[src/rtl/mfp_ahb_lite_master_pkg.sv]
// rtl/mfp_ahb_lite_master_pkg.sv - shared AHB-Lite encodings and stage types for the master bridge
package mfp_ahb_lite_master_pkg;

    localparam logic [1:0] HTRANS_IDLE   = 2'b00;
    localparam logic [1:0] HTRANS_NONSEQ = 2'b10;
    localparam logic [2:0] HBURST_SINGLE = 3'b000;
    localparam logic [2:0] HSIZE_8       = 3'b000;
    localparam logic [2:0] HSIZE_16      = 3'b001;
    localparam logic [2:0] HSIZE_32      = 3'b010;

    typedef struct packed {
        logic        valid;
        logic [31:0] addr;
        logic        write;
        logic [2:0]  size;
        logic [31:0] wdata;
    } a_stage_t;

    localparam a_stage_t A_STAGE_RESET = '{valid: 1'b0, addr: 32'd0, write: 1'b0,
                                           size: HSIZE_32, wdata: 32'd0};

endpackage

[src/rtl/mfp_ahb_lite_master_lanes.sv]
// rtl/mfp_ahb_lite_master_lanes.sv - little-endian write lane replication and read lane extraction
module mfp_ahb_lite_master_lanes
    import mfp_ahb_lite_master_pkg::*;
(
    input  logic [31:0] wdata,
    input  logic [2:0]  size,
    input  logic [1:0]  addr_lo,
    input  logic [31:0] bus_rdata,
    output logic [31:0] hwdata,
    output logic [31:0] rdata
);

    logic [31:0] byte_shift;
    logic [31:0] half_shift;

    assign byte_shift = bus_rdata >> {addr_lo, 3'b000};
    assign half_shift = bus_rdata >> {addr_lo[1], 4'b0000};

    always_comb begin
        hwdata = wdata;
        rdata  = bus_rdata;
        case (size)
            HSIZE_8: begin
                hwdata = {4{wdata[7:0]}};
                rdata  = {24'd0, byte_shift[7:0]};
            end
            HSIZE_16: begin
                hwdata = {2{wdata[15:0]}};
                rdata  = {16'd0, half_shift[15:0]};
            end
            default: begin
                hwdata = wdata;
                rdata  = bus_rdata;
            end
        endcase
    end

endmodule

[src/rtl/mfp_ahb_lite_master.sv]
// rtl/mfp_ahb_lite_master.sv - request stream to pipelined AHB-Lite SINGLE transfers
// Optional byte-lane steering: MFP_AHB_MASTER_BYTE_LANE_EN
module mfp_ahb_lite_master
    import mfp_ahb_lite_master_pkg::*;
#(
    parameter logic [3:0] HPROT_VAL = 4'b0011
) (
    input  logic        HCLK,
    input  logic        HRESETn,
    input  logic        req_valid,
    output logic        req_ready,
    input  logic [31:0] req_addr,
    input  logic        req_write,
    input  logic [2:0]  req_size,
    input  logic [31:0] req_wdata,
    output logic        rsp_valid,
    output logic [31:0] rsp_rdata,
    output logic        rsp_error,
    output logic [31:0] HADDR,
    output logic [2:0]  HBURST,
    output logic        HMASTLOCK,
    output logic [3:0]  HPROT,
    output logic [2:0]  HSIZE,
    output logic [1:0]  HTRANS,
    output logic [31:0] HWDATA,
    output logic        HWRITE,
    input  logic [31:0] HRDATA,
    input  logic        HREADY,
    input  logic        HRESP
);

    a_stage_t    a_q;
    a_stage_t    req_stage;
    logic        d_valid;
    logic        d_write;
    logic [31:0] d_wdata;
    logic        err1_q;
    logic        oor_q;
    logic        accept;
    logic        complete;
    logic        bus_err;
    logic [31:0] hwdata_w;
    logic [31:0] rd_data;
    logic        rsp_valid_q;
    logic        rsp_error_q;
    logic [31:0] rsp_rdata_q;

    assign req_ready = oor_q & (~a_q.valid | (HREADY & ~err1_q));
    assign accept    = req_valid & req_ready;
    assign complete  = HREADY & d_valid;
    // err1 marks the second ERROR cycle; HRESP alone with HREADY is the protocol-violation case
    assign bus_err   = err1_q | HRESP;
    assign req_stage = '{valid: 1'b1, addr: req_addr, write: req_write,
                         size: req_size, wdata: req_wdata};

`ifdef MFP_AHB_MASTER_BYTE_LANE_EN
    logic [1:0] d_addr_lo;
    logic [2:0] d_size;

    mfp_ahb_lite_master_lanes u_lanes (
        .wdata     (d_wdata),
        .size      (d_size),
        .addr_lo   (d_addr_lo),
        .bus_rdata (HRDATA),
        .hwdata    (hwdata_w),
        .rdata     (rd_data)
    );
`else
    assign hwdata_w = d_wdata;
    assign rd_data  = HRDATA;
`endif

    always_ff @(posedge HCLK or negedge HRESETn) begin
        if (!HRESETn) begin
            oor_q       <= 1'b0;
            err1_q      <= 1'b0;
            a_q         <= A_STAGE_RESET;
            d_valid     <= 1'b0;
            d_write     <= 1'b0;
            d_wdata     <= 32'd0;
`ifdef MFP_AHB_MASTER_BYTE_LANE_EN
            d_addr_lo   <= 2'd0;
            d_size      <= HSIZE_32;
`endif
            rsp_valid_q <= 1'b0;
            rsp_error_q <= 1'b0;
            rsp_rdata_q <= 32'd0;
        end else begin
            oor_q       <= 1'b1;
            rsp_valid_q <= complete;
            rsp_error_q <= complete & bus_err;
            rsp_rdata_q <= (complete & ~bus_err & ~d_write) ? rd_data : 32'd0;
            if (HREADY) begin
                err1_q <= 1'b0;
                if (err1_q) begin
                    // A stays put so it is re-driven as NONSEQ after the error completes
                    d_valid <= 1'b0;
                    if (accept) begin
                        a_q <= req_stage;
                    end
                end else begin
                    d_valid   <= a_q.valid;
                    d_write   <= a_q.write;
                    d_wdata   <= a_q.wdata;
`ifdef MFP_AHB_MASTER_BYTE_LANE_EN
                    d_addr_lo <= a_q.addr[1:0];
                    d_size    <= a_q.size;
`endif
                    if (accept) begin
                        a_q <= req_stage;
                    end else begin
                        a_q.valid <= 1'b0;
                    end
                end
            end else begin
                if (d_valid & HRESP) begin
                    err1_q <= 1'b1;
                end
                if (accept) begin
                    a_q <= req_stage;
                end
            end
        end
    end

    assign HTRANS    = (a_q.valid & ~err1_q) ? HTRANS_NONSEQ : HTRANS_IDLE;
    assign HADDR     = a_q.addr;
    assign HWRITE    = a_q.write;
    assign HSIZE     = a_q.size;
    assign HWDATA    = hwdata_w;
    assign HBURST    = HBURST_SINGLE;
    assign HMASTLOCK = 1'b0;
    assign HPROT     = HPROT_VAL;
    assign rsp_valid = rsp_valid_q;
    assign rsp_error = rsp_error_q;
    assign rsp_rdata = rsp_rdata_q;

endmodule

[config.mk]
export PLATFORM = sky130hd
export DESIGN_NAME = mfp_ahb_lite_master
export DESIGN_NICKNAME = d
export VERILOG_FILES = /design/src/rtl/mfp_ahb_lite_master_pkg.sv /design/src/rtl/mfp_ahb_lite_master_lanes.sv /design/src/rtl/mfp_ahb_lite_master.sv
export SDC_FILE = /design/constraint.sdc
export NUM_CORES = 1
export LEC_CHECK = 0
export ABC_AREA = 0
export BUFFER_PORTS_ARGS = -buffer_cell sky130_fd_sc_hd__buf_4
export CORE_UTILIZATION = 43
export CTS_CLUSTER_DIAMETER = 150
export CTS_CLUSTER_SIZE = 20
export DETAILED_ROUTE_END_ITERATION = 7
export GPL_TIMING_DRIVEN = 0
export PLACE_DENSITY = 0.79
export SYNTH_ARGS = -nofsm -noshare
export SYNTH_HDL_FRONTEND = slang
export SYNTH_SLANG_ARGS = --single-unit
[constraint.sdc]
create_clock -name HCLK -period 1.7 [get_ports HCLK]
set_input_delay 0.51 -clock HCLK [delete_from_list [all_inputs] [get_ports HCLK]]
set_output_delay 0.51 -clock HCLK [all_outputs]
set_load 0.005 [all_outputs]
==> summary.txt <==
run status: complete, but fails checks
failing checks: negative hold slack, negative setup slack
type of origin of the critical path: flip-flop
max frequency: 0.5337 GHz
Synth Cell Area: 5360 µm²
Die Y: 113.7 µm
Worst VDD drop: 0.7053 mV
DR iter-0 viols: 110
synth top area cells: dfrtp_1, mux2_2, buf_4
nature of the critical path endpoint: output pin
Final Hold Vio Count: 1
CTS clk-pin slew, worst paths: 0.06 ns
leakage power: 0.004198 µW
total CTS buffers: 17
Via Count: 3496
CTS tree: built
DP HPWL: 8368 µm
Initial Util: 0.4444
Slew Limit Fails: 0
worst r2r dst: HADDR[13]
Ys Warns: 0
Placement Setup Slack: -0.4399 ns
Die W: 113.7 µm
Placer Congestion: 0.7299
WHS: -0.0007597 ns
Storage cell area: 3481 µm²
multi-input logic area: 1635 µm²
post-route clock period utilization: 1.102
ratio of cells with drive above 1 in the final layout: 0.6944
Yosys reg bits: 139
ANT cells: 0
RSZ-0062 raised after global routing: yes
Final ANT Viol Nets: 0
CP Data Required Time: 1.19 ns
Root Driver: clkbuf_16
Tmin final: 1.874 ns
I/O pin cnt: 218
fillcell total: 831
vias in the first global route: 3697
Post-Route WL: 12680 µm
Synth Instances: 345
first-pass GRT wire length: 18310 µm
register area share after synthesis: 0.6492
reg2reg setup slack: -0.16 ns
Die Area: 12920 µm²
most frequent cells in the layout: buf_4, dfrtp_1, mux2_2
max-cap viol count: 0
placeable core area: 12060 µm²
Distinct cells, synth: 18
clk_skew: 0.005791 ns
row cnt: 40
Layout area overhead: 56.28%
final setup margin: -0.1737 ns
worst reg2reg path depth: 7
initial antenna violation count: 0
DP Cell Count: 730
fin cells: 780
Hold Crit Class: primary input to async pin
drt pass-1 iters: 4
final setup TNS: -7.482 ns
Setup CP Type: flip-flop to output pin
gr usage total: 0.1910
total number of H-tree levels: 4
CP arrival: 1.36 ns
grt ovf: 0
Routed wire per std cell: 16.26 µm
Residual DRC: 0
reg2reg start: err1_q
via/cell ratio: 4.482
total power: 10950 µW
IO buf count: 208
commonest non-fill, non-tap cell in the layout: buf_4
placed instance area: 7193 µm²
nets@finish: 704
Avg Inst Size Synth: 15.54 µm²
fin area: 8377 µm²
power per cell area: 1308 nW/µm²
clock latency on the worst-skew pair: 0.41 ns
Final setup viols: 65
Clock Tree Buf Depth: 2
top-area cell type share of the netlist area: 0.6443
largest net degree at the start of global routing: 99
clock sinks: 139
Synth area leader: dfrtp_1
crit path max fanout: 2
worst max-delay path: stages, from the launching register on:
cell and delay [ns]:
dfrtp_1 0.38, nand2b_4 0.17, buf_12 0.13, nand2_4 0.05
and2_4 0.13, buf_6 0.09
cells by family after synthesis:
group,Yosys count,synth area share
other cells,2,0.001401
flops,139,0.6492
compound gates,3,0.005369
simple gates,41,0.04925
buf+inv,58,0.08053
mux,102,0.2143
how the worst max path moves through the flow:
| stage | start | endpoint | slack [ns] | cells past startpoint |
|---|---|---|---|---|
| final | err1_q | req_ready | -0.17 | 5 |
| after global routing | err1_q | HADDR[6] | -0.24 | 7 |
| after CTS | err1_q | req_ready | -0.28 | 6 |
| after detailed placement | HREADY | req_ready | -0.44 | 7 |
| after global placement | HREADY | req_ready | -0.40 | 7 |
| after floorplan | HREADY | req_ready | 0.03 | 5 |
metrics by stage:
step / util / hold slack, ns
2_1_floorplan: - / 0.2144
3_3_place_gp: 0.5938 / 0.4678
3_5_place_dp: 0.5964 / 0.4491
4_1_cts: 0.6639 / 0.0009980
5_1_grt: 0.6945 / 0.02076
6_report: 0.6945 / -0.0007597
flip-flops by register name, summed over array words and instances (netlist names):
| register | cells |
|---|---|
| HADDR | 32 |
| HSIZE | 3 |
| HWDATA | 32 |
| HWRITE | 1 |
| a_q | 33 |
| d_valid | 1 |
| d_write | 1 |
| err1_q | 1 |
| oor_q | 1 |
| rsp_error | 1 |
| rsp_rdata | 32 |
| rsp_valid | 1 |
what timing repair did:
item | in CTS | in global routing
cloned | 0 | 5
resized for setup | 20 | 64
setup buffers | 8 | 8
setup endpoints to repair | 28 | 100
pin swaps | 2 | 1
hold buffers | 0 | 0
layout make-up:
class                   instances  area share
plain buffers                  55     0.05601
multi-input cells             156      0.1952
well taps                     168     0.02509
flip-flops and latches        139      0.4155
clock buffers                  22     0.05661
clock inverters                10     0.02524
repair buffers                230      0.2263
per-layer routing:
layer  global-route usage  vias up  part of all wire
li1                     -     1601                 -
met1               0.2147     1714              0.40
met2               0.3260      165              0.50
met3              0.07439       16             0.085
met4              0.07632        0             0.015
met5                    0        -                 0
synthesized netlist by cell type:
cell type    n
mux2_1      20
o21a_1       1
dfstp_2      1
nand2_1      3
nor2_1       1
buf_2        3
and2_1      34
a21oi_1      1
nand2b_1     1
buf_4       48
nor2b_1      1
mux2_2      82
conb_1       2
clkbuf_1     3
a21oi_4      1
nor4b_4      1
buf_6        4
dfrtp_1    138
where the power goes:
group          internal [µW]  switching (µW)  total (µW)
combinational           1660             747        2410
sequential              3950             366        4320
clock                   2870            1350        4220
total                   8490            2460       11000
No activity file was read; power rests on OpenSTA's default activity.
